File: src/rtl/freelist_if.sv
// Dispatch/retire handshake bundle for the physical-register free list.
//   dispatch_req       contiguous-prefix PR requests from dispatch
//   alloc_valid        per-way grant (combinational)
//   alloc_idx          per-way PR index, way i at [i*PR_BITS +: PR_BITS]
//   free_cnt           registered count of free PRs
//   retire_valid       contiguous-prefix Told returns from retire
//   retire_told_idx    per-way Told index, way i at [i*PR_BITS +: PR_BITS]
//   br_recover_enable  branch recovery at retire this cycle
// master: pipeline side; slave: free list.
interface freelist_if #(
    parameter int unsigned WAYS     = 3,
    parameter int unsigned PR_BITS  = 6,
    parameter int unsigned CNT_BITS = 6
);
    logic [WAYS-1:0]         dispatch_req;
    logic [WAYS-1:0]         alloc_valid;
    logic [WAYS*PR_BITS-1:0] alloc_idx;
    logic [CNT_BITS-1:0]     free_cnt;
    logic [WAYS-1:0]         retire_valid;
    logic [WAYS*PR_BITS-1:0] retire_told_idx;
    logic                    br_recover_enable;

    modport master (
        output dispatch_req,
        output retire_valid,
        output retire_told_idx,
        output br_recover_enable,
        input  alloc_valid,
        input  alloc_idx,
        input  free_cnt
    );

    modport slave (
        input  dispatch_req,
        input  retire_valid,
        input  retire_told_idx,
        input  br_recover_enable,
        output alloc_valid,
        output alloc_idx,
        output free_cnt
    );
endinterface

File: src/rtl/freelist.sv
// Physical-register free list: circular FIFO of free PR indices.
// Dispatch pops up to WAYS PRs per cycle, retire pushes up to WAYS Told
// indices per cycle. A retire-side head copy (rhead) restores the list to
// architectural state on branch recovery.
//   clock  posedge clock
//   reset  synchronous, active-low
//   fl     freelist_if.slave (dispatch grant/index, free count, retire returns,
//          recovery strobe)
module freelist #(
    parameter int unsigned WAYS       = 3,
    parameter int unsigned N_PHYS_REG = 64,
    parameter int unsigned N_ARCH_REG = 32,
    parameter int unsigned PR_BITS    = $clog2(N_PHYS_REG),
    parameter int unsigned DEPTH      = N_PHYS_REG - N_ARCH_REG
) (
    input logic       clock,
    input logic       reset,
    freelist_if.slave fl
);
    localparam int unsigned PTR_BITS = $clog2(DEPTH);
    localparam int unsigned CNT_BITS = PTR_BITS + 1;

    typedef logic [PTR_BITS-1:0] ptr_t;
    typedef logic [CNT_BITS-1:0] cnt_t;
    typedef logic [PR_BITS-1:0]  pr_t;

    pr_t  entry_q [DEPTH];
    pr_t  entry_d [DEPTH];
    ptr_t head_q, head_d;
    ptr_t tail_q, tail_d;
    ptr_t rhead_q, rhead_d;
    cnt_t count_q, count_d;

    logic [WAYS-1:0] grant;
    cnt_t            n_alloc;
    cnt_t            n_ret;

    // Grants and indices come straight from registered state: no bypass of
    // this cycle's retire returns.
    always_comb begin
        grant        = '0;
        fl.alloc_idx = '0;
        for (int unsigned i = 0; i < WAYS; i++) begin
            grant[i] = fl.dispatch_req[i] && (cnt_t'(i) < count_q);
            fl.alloc_idx[i*PR_BITS +: PR_BITS] = entry_q[head_q + ptr_t'(i)];
        end
    end

    assign fl.alloc_valid = grant;
    assign fl.free_cnt    = count_q;

    always_comb begin
        n_alloc = '0;
        n_ret   = '0;
        for (int unsigned i = 0; i < WAYS; i++) begin
            n_alloc = n_alloc + cnt_t'(grant[i]);
            n_ret   = n_ret + cnt_t'(fl.retire_valid[i]);
        end
    end

    always_comb begin
        entry_d = entry_q;
        for (int unsigned i = 0; i < WAYS; i++) begin
            if (fl.retire_valid[i]) begin
                entry_d[tail_q + ptr_t'(i)] = fl.retire_told_idx[i*PR_BITS +: PR_BITS];
            end
        end
        tail_d  = tail_q + ptr_t'(n_ret);
        rhead_d = rhead_q + ptr_t'(n_ret);
        // Recovery: tail and rhead always coincide, so snapping head to the
        // updated rhead makes every slot free again; grants this cycle are dropped.
        if (fl.br_recover_enable) begin
            head_d  = rhead_d;
            count_d = cnt_t'(DEPTH);
        end else begin
            head_d  = head_q + ptr_t'(n_alloc);
            count_d = count_q - n_alloc + n_ret;
        end
    end

    always_ff @(posedge clock) begin
        if (!reset) begin
            for (int unsigned k = 0; k < DEPTH; k++) begin
                entry_q[k] <= pr_t'(N_ARCH_REG + k);
            end
            head_q  <= '0;
            tail_q  <= '0;
            rhead_q <= '0;
            count_q <= cnt_t'(DEPTH);
        end else begin
            entry_q <= entry_d;
            head_q  <= head_d;
            tail_q  <= tail_d;
            rhead_q <= rhead_d;
            count_q <= count_d;
        end
    end

    function automatic logic is_prefix(input logic [WAYS-1:0] m);
        logic [WAYS:0] x;
        x = {1'b0, m};
        return (x & (x + (WAYS+1)'(1))) == '0;
    endfunction

    logic [CNT_BITS:0] fill_next;
    assign fill_next = {1'b0, count_q} - {1'b0, n_alloc} + {1'b0, n_ret};

    a_req_prefix: assert property (@(posedge clock) disable iff (!reset)
        is_prefix(fl.dispatch_req));
    a_ret_prefix: assert property (@(posedge clock) disable iff (!reset)
        is_prefix(fl.retire_valid));
    a_no_overflow: assert property (@(posedge clock) disable iff (!reset)
        fill_next <= (CNT_BITS+1)'(DEPTH));
    a_count_bound: assert property (@(posedge clock) disable iff (!reset)
        count_q <= cnt_t'(DEPTH));
    a_tail_rhead: assert property (@(posedge clock) disable iff (!reset)
        tail_q == rhead_q);
endmodule

File: src/flat_wrapper.sv
// flat-port wrapper written by rule: the top's interface ports become plain ports
module freelist_flat 
#(
    parameter int unsigned WAYS       = 3,
    parameter int unsigned N_PHYS_REG = 64,
    parameter int unsigned N_ARCH_REG = 32,
    parameter int unsigned PR_BITS    = $clog2(N_PHYS_REG),
    parameter int unsigned DEPTH      = N_PHYS_REG - N_ARCH_REG
)
  (clock, reset, fl_dispatch_req, fl_retire_valid, fl_retire_told_idx, fl_br_recover_enable, fl_alloc_valid, fl_alloc_idx, fl_free_cnt);
  freelist_if #(.WAYS(WAYS), .PR_BITS(PR_BITS), .CNT_BITS((6))) fl_i ();
  input logic clock;
  input logic reset;
  input wire logic [$bits(fl_i.dispatch_req)-1:0] fl_dispatch_req;
  input wire logic [$bits(fl_i.retire_valid)-1:0] fl_retire_valid;
  input wire logic [$bits(fl_i.retire_told_idx)-1:0] fl_retire_told_idx;
  input wire logic [$bits(fl_i.br_recover_enable)-1:0] fl_br_recover_enable;
  output wire logic [$bits(fl_i.alloc_valid)-1:0] fl_alloc_valid;
  output wire logic [$bits(fl_i.alloc_idx)-1:0] fl_alloc_idx;
  output wire logic [$bits(fl_i.free_cnt)-1:0] fl_free_cnt;
  assign fl_i.dispatch_req = fl_dispatch_req;
  assign fl_i.retire_valid = fl_retire_valid;
  assign fl_i.retire_told_idx = fl_retire_told_idx;
  assign fl_i.br_recover_enable = fl_br_recover_enable;
  assign fl_alloc_valid = fl_i.alloc_valid;
  assign fl_alloc_idx = fl_i.alloc_idx;
  assign fl_free_cnt = fl_i.free_cnt;
  freelist #(.WAYS(WAYS), .N_PHYS_REG(N_PHYS_REG), .N_ARCH_REG(N_ARCH_REG), .PR_BITS(PR_BITS), .DEPTH(DEPTH)) u_core (.clock(clock), .reset(reset), .fl(fl_i));
endmodule
File: config.mk
export PLATFORM = sky130hd
export DESIGN_NAME = freelist_flat
export DESIGN_NICKNAME = d
export VERILOG_FILES = /design/src/rtl/freelist_if.sv /design/src/rtl/freelist.sv /design/src/flat_wrapper.sv
export SDC_FILE = /design/constraint.sdc
export NUM_CORES = 1
export LEC_CHECK = 0
export CELL_PAD_IN_SITES_DETAIL_PLACEMENT = 1
export CELL_PAD_IN_SITES_GLOBAL_PLACEMENT = 1
export CORE_UTILIZATION = 38
export CTS_CLUSTER_SIZE = 14
export DETAILED_ROUTE_END_ITERATION = 10
export GPL_ROUTABILITY_DRIVEN = 0
export GPL_TIMING_DRIVEN = 0
export PLACE_DENSITY = 0.67
export SETUP_SLACK_MARGIN = 0.05
export SLEW_MARGIN = 20
export SYNTH_ARGS = -nofsm -noshare
export SYNTH_HDL_FRONTEND = slang
export SYNTH_SLANG_ARGS = --single-unit
File: constraint.sdc
create_clock -name clock -period 7.41 [get_ports clock]
set_input_delay 1.1115 -clock clock [delete_from_list [all_inputs] [get_ports clock]]
set_output_delay 1.1115 -clock clock [all_outputs]
set_load 0.1 [all_outputs]
==> flow_summary.html <==
<table>
<tr><th>Metric</th><th>Value</th></tr>
<tr><th colspan="2">Power</th></tr>
<tr><td>Switching share of power</td><td>0.4980</td></tr>
<tr><td>Power dissipated by switching net loads</td><td>3.168 mW</td></tr>
<tr><td>Combinational fraction of design power</td><td>0.577</td></tr>
<tr><td>Power share of the sequential group</td><td>0.225</td></tr>
<tr><td>Static leakage power</td><td>7.269 nW</td></tr>
<tr><td>Part of the total power dissipated in the clock network</td><td>0.198</td></tr>
<tr><td>Areal power density over the cells</td><td>312.0 nW/µm²</td></tr>
<tr><td>Worst IR drop on VDD</td><td>about 180 µV</td></tr>
<tr><td>Internal power consumption</td><td>3.194 mW</td></tr>
<tr><th colspan="2">Yosys</th></tr>
<tr><td>Syn Area/Cell</td><td>9.875 µm²</td></tr>
<tr><td>Register area share after synthesis</td><td>0.2328</td></tr>
<tr><td>Number of enable flip-flop cells after synthesis</td><td>0</td></tr>
<tr><td>Post-Synth Adder-Cell Area</td><td>0.02582</td></tr>
<tr><td>Yosys warnings</td><td>0</td></tr>
<tr><td>Predominant post-synthesis flop cell</td><td>sky130_fd_sc_hd__dfxtp_1</td></tr>
<tr><td>Flip-flop and latch count after synthesis</td><td>213</td></tr>
<tr><td>Synthesized netlist cell count</td><td>1,855</td></tr>
<tr><td>Share of synthesized area spent on multiplexers</td><td>0.3769</td></tr>
<tr><td>Combinational family with the most area after synthesis</td><td>multiplexers</td></tr>
<tr><td>Unique masters post-synth</td><td>88</td></tr>
<tr><td>FFs w/ async S/R, synth</td><td>0</td></tr>
<tr><td>Fraction of the mapped netlist area in simple logic gates</td><td>0.1251</td></tr>
<tr><td>Synth Area in XOR/XNOR</td><td>0.01004</td></tr>
<tr><td>Post-synth design cell area</td><td>18,320 µm²</td></tr>
<tr><td>Fraction of the mapped netlist area in compound gates</td><td>0.1743</td></tr>
<tr><td>Number of nets in the synthesized netlist</td><td>1,915</td></tr>
<tr><th colspan="2">Finish</th></tr>
<tr><td>Nets</td><td>1,993</td></tr>
<tr><td>Post-synthesis to final-layout area growth</td><td>11.31%</td></tr>
<tr><td>Final antenna diode count</td><td>0</td></tr>
<tr><td>Post-layout utilization of the core</td><td>0.4279</td></tr>
<tr><td>Fraction of final layout cells sized beyond drive strength 1</td><td>0.2354</td></tr>
<tr><th colspan="2">Timing</th></tr>
<tr><td>Ratio of final minimum period to clock period</td><td>0.8562</td></tr>
<tr><td>Peak Freq</td><td>157.6 MHz</td></tr>
<tr><td>Final worst-path setup slack</td><td>1.065 ns</td></tr>
<tr><td>Hold violation total from the final report</td><td>0</td></tr>
<tr><td>Clock period minus final worst setup slack</td><td>6.345 ns</td></tr>
<tr><td>Finish-stage setup viols</td><td>0</td></tr>
<tr><td>Tightest slew margin relative to the limit</td><td>0.1198</td></tr>
<tr><td>Worst Skew</td><td>0.01256 ns</td></tr>
<tr><td>Final TNS setup</td><td>0 ns</td></tr>
<tr><td>Worst-Margin Slew</td><td>1.320 ns</td></tr>
<tr><td>Unrepaired setup endpoints after global routing</td><td>false</td></tr>
<tr><td>Final Max Slew Viols</td><td>0</td></tr>
<tr><th colspan="2">Critical path</th></tr>
<tr><td>Category of the worst setup path capture point</td><td>primary output</td></tr>
<tr><td>Critical path peak fanout</td><td>10</td></tr>
<tr><td>Crit Path Class</td><td>reg2out</td></tr>
<tr><td>Worst Path Required</td><td>6.30 ns</td></tr>
<tr><td>Critical Path Source Type</td><td>flip-flop</td></tr>
<tr><td>Arrival time of data at the critical path endpoint</td><td>5.23 ns</td></tr>
<tr><th colspan="2">Floorplan</th></tr>
<tr><td>Height of the die</td><td>221.6 µm</td></tr>
<tr><td>Placeable Area</td><td>47,650 µm²</td></tr>
<tr><td>Total I/O pin count</td><td>54</td></tr>
<tr><td>Die outline width</td><td>221.6 µm</td></tr>
<tr><td>Std cell rows</td><td>80</td></tr>
<tr><td>Initial core utilization</td><td>0.3845</td></tr>
<tr><td>Area of the die</td><td>49,090 µm²</td></tr>
<tr><th colspan="2">Placement</th></tr>
<tr><td>Count of port buffers added during placement</td><td>51</td></tr>
<tr><td>Detailed placer's ending HPWL</td><td>78,470 µm</td></tr>
<tr><td>Pre-CTS WS</td><td>1.872 ns</td></tr>
<tr><th colspan="2">Detailed routing</th></tr>
<tr><td>Drt first pass iters</td><td>8</td></tr>
<tr><td>WL per Instance</td><td>39.90 µm</td></tr>
<tr><td>Routed via count</td><td>~19k</td></tr>
<tr><td>Post-route DRC</td><td>0</td></tr>
<tr><td>Number of DRC markers in iteration 0</td><td>2,756</td></tr>
<tr><td>Vias per Instance</td><td>7.461</td></tr>
<tr><td>Total routed wirelength</td><td>102,300 µm</td></tr>
<tr><td>Post-detailed-route count of antenna-violating nets</td><td>0</td></tr>
<tr><th colspan="2">Hold path</th></tr>
<tr><td>Worst hold path type</td><td>reg2reg</td></tr>
<tr><th colspan="2">Clock tree</th></tr>
<tr><td>Clock root buffer master</td><td>sky130_fd_sc_hd__clkbuf_16</td></tr>
<tr><td>Buffers inserted by post-CTS timing repair</td><td>0</td></tr>
<tr><td>CTS clock-pin slew for the worst setup and hold paths</td><td>0.06 ns</td></tr>
<tr><td>CTS sink count</td><td>213</td></tr>
<tr><td>Clk_lat worst skew</td><td>approximately 0.56 ns</td></tr>
<tr><td># hold bufs at CTS</td><td>0</td></tr>
<tr><td>Clock tree from TritonCTS</td><td>yes</td></tr>
<tr><td># H-tree levels</td><td>1</td></tr>
<tr><td>Post-cts sizing count</td><td>0</td></tr>
<tr><td>Total clock buffers created by CTS</td><td>25</td></tr>
<tr><td>Maximum buffer depth of the clock tree</td><td>3</td></tr>
<tr><th colspan="2">Global routing</th></tr>
<tr><td>Global-route wire length before repair</td><td>143,100 µm</td></tr>
<tr><td>GRT Resource Usage Total</td><td>0.4098</td></tr>
<tr><td>Via count of the first global-routing pass</td><td>18.68k</td></tr>
<tr><td>Pin count of the biggest net entering global routing</td><td>13</td></tr>
<tr><td>Initial antenna violation count</td><td>3</td></tr>
<tr><td>Global route total overflow</td><td>0</td></tr>
<tr><th colspan="2">Run status</th></tr>
<tr><td>Outcome</td><td>finished, final reports clean</td></tr>
<tr><th colspan="2">Run</th></tr>
<tr><td>Number of max-capacitance violations reported</td><td>0</td></tr>
</table>
## synthesized netlist by cell type (8+ instances only)
master	instances	share of area
sky130_fd_sc_hd__clkbuf_1	121	0.025
sky130_fd_sc_hd__dfxtp_1	213	0.23
sky130_fd_sc_hd__o32ai_1	23	0.011
sky130_fd_sc_hd__xor2_1	9	0.0043
sky130_fd_sc_hd__a311o_1	22	0.012
sky130_fd_sc_hd__o2111ai_1	10	0.0048
sky130_fd_sc_hd__a221o_1	14	0.0077
sky130_fd_sc_hd__nor2_1	124	0.025
sky130_fd_sc_hd__nand3_1	86	0.023
sky130_fd_sc_hd__o221ai_1	17	0.0081
sky130_fd_sc_hd__a31oi_1	49	0.017
sky130_fd_sc_hd__and3_1	8	0.0027
sky130_fd_sc_hd__buf_4	12	0.0049
sky130_fd_sc_hd__mux2_2	134	0.082
sky130_fd_sc_hd__buf_1	14	0.0029
sky130_fd_sc_hd__o211ai_1	26	0.011
sky130_fd_sc_hd__nand4_1	8	0.0027
sky130_fd_sc_hd__nor2b_1	11	0.0038
sky130_fd_sc_hd__ha_1	25	0.017
sky130_fd_sc_hd__a21oi_1	60	0.016
sky130_fd_sc_hd__inv_1	22	0.0045
sky130_fd_sc_hd__buf_2	59	0.016
sky130_fd_sc_hd__o21ai_1	20	0.0055
sky130_fd_sc_hd__and2_1	12	0.0041
sky130_fd_sc_hd__o311ai_0	8	0.0038
sky130_fd_sc_hd__a221oi_1	22	0.011
sky130_fd_sc_hd__o21ai_0	73	0.020
sky130_fd_sc_hd__nand2_1	96	0.020
sky130_fd_sc_hd__a311oi_1	12	0.0057
sky130_fd_sc_hd__nand2b_1	12	0.0041
sky130_fd_sc_hd__nor3_1	46	0.013
sky130_fd_sc_hd__mux4_2	168	0.21
sky130_fd_sc_hd__mux2i_1	161	0.088
sky130_fd_sc_hd__fa_1	8	0.0087
sky130_fd_sc_hd__o22ai_1	35	0.012
sky130_fd_sc_hd__xnor2_1	12	0.0057
## cells in the final DEF (no fill, tap or decap), types with 26 or more instances in the layout
cell,netlist,final
sky130_fd_sc_hd__a21oi_1,60,60
sky130_fd_sc_hd__o21ai_0,73,73
sky130_fd_sc_hd__clkdlybuf4s50_1,0,51
sky130_fd_sc_hd__mux4_2,168,168
sky130_fd_sc_hd__nor3_1,46,46
sky130_fd_sc_hd__o211ai_1,26,26
sky130_fd_sc_hd__a31oi_1,49,49
sky130_fd_sc_hd__dfxtp_1,213,213
sky130_fd_sc_hd__nand2_1,96,96
sky130_fd_sc_hd__mux2_2,134,134
sky130_fd_sc_hd__o22ai_1,35,35
sky130_fd_sc_hd__nor2_1,124,124
sky130_fd_sc_hd__buf_2,59,59
sky130_fd_sc_hd__nand3_1,86,86
sky130_fd_sc_hd__mux2i_1,161,161
sky130_fd_sc_hd__clkbuf_1,121,127
## worst max-delay path: stages, from the launching register on
cell	delay, ns
sky130_fd_sc_hd__dfxtp_1	0.69
sky130_fd_sc_hd__ha_1	0.30
sky130_fd_sc_hd__buf_1	0.55
sky130_fd_sc_hd__clkbuf_1	0.76
sky130_fd_sc_hd__mux4_2	0.48
sky130_fd_sc_hd__mux4_2	0.58
sky130_fd_sc_hd__mux2_2	0.33
sky130_fd_sc_hd__clkdlybuf4s50_1	0.97
## area by class of cell
cell class	count	area [µm²]
Fill cell	5431	27260
Clock buffer	38	724.4
Tap cell	615	769.5
Timing Repair Buffer	51	510.5
Inverter	25	93.84
Multi-Input combinational cell	1409	13050
Clock inverter	6	58.81
Sequential cell	213	4264
Buffer	208	917.1
## through the flow
step / area [µm²] / std cells / hold WS [ns] / total power, mW
6_report: 20390 / 2565 / 0.5299 / 6.362
3_3_place_gp: 19600 / 2521 / 0.5202 / 4.930
4_1_cts: 20390 / 2565 / 0.5343 / 6.251
3_5_place_dp: 19600 / 2521 / 0.5256 / 5.017
5_1_grt: 20390 / 2565 / 0.5565 / 6.500
2_1_floorplan: 18320 / 1855 / 0.5004 / 3.894
## final timing paths
kind / startpoint / endpoint / slack [ns] / depth (start not counted)
max: u_core.head_q[1] / fl_alloc_idx[15] / 1.07 / 7
min: u_core.rhead_q[4] / u_core.rhead_q[4] / 0.53 / 2
max reg2reg: u_core.fl.free_cnt[4] / u_core.fl.free_cnt[5] / 4.04 / 14
min reg2reg: u_core.rhead_q[4] / u_core.rhead_q[4] / 0.53 / 2
## state kept, by name (all words and copies together), names as in the netlist
register / flops
u_core.fl.free_cnt: 6
u_core.tail_q: 5
u_core.head_q: 5
u_core.rhead_q: 5
u_core.entry_q: 192
## kinds of logic (layout without fill, tap and decap cells)
family / count (synthesis) / count (layout)
compound gates: 440 / 440
buf+inv: 233 / 328
xor+xnor: 21 / 21
simple gates: 452 / 452
mux: 463 / 463
fa+ha+maj: 33 / 33
flops: 213 / 213
## metal layers
metal / wire length [µm] / track usage / part of all wire
met1: 36030 / 0.5007 / 0.35
met2: 42280 / 0.5959 / 0.41
met3: 15170 / 0.1505 / 0.15
met4: 8834 / 0.2912 / 0.086
met5: 12 / 0.0009775 / 0.00012
## power by group through the flow
stage                     registers [mW]  logic (mW)  clock network (mW)
final                               1.43        3.67                1.26
after global routing                1.43        3.79                1.28
after CTS                           1.40        3.60                1.25
after detailed placement            1.43        3.59                   0
after global placement              1.42        3.51                   0
after floorplan                     1.41        2.48                   0
(Power assumes the default switching activity.)
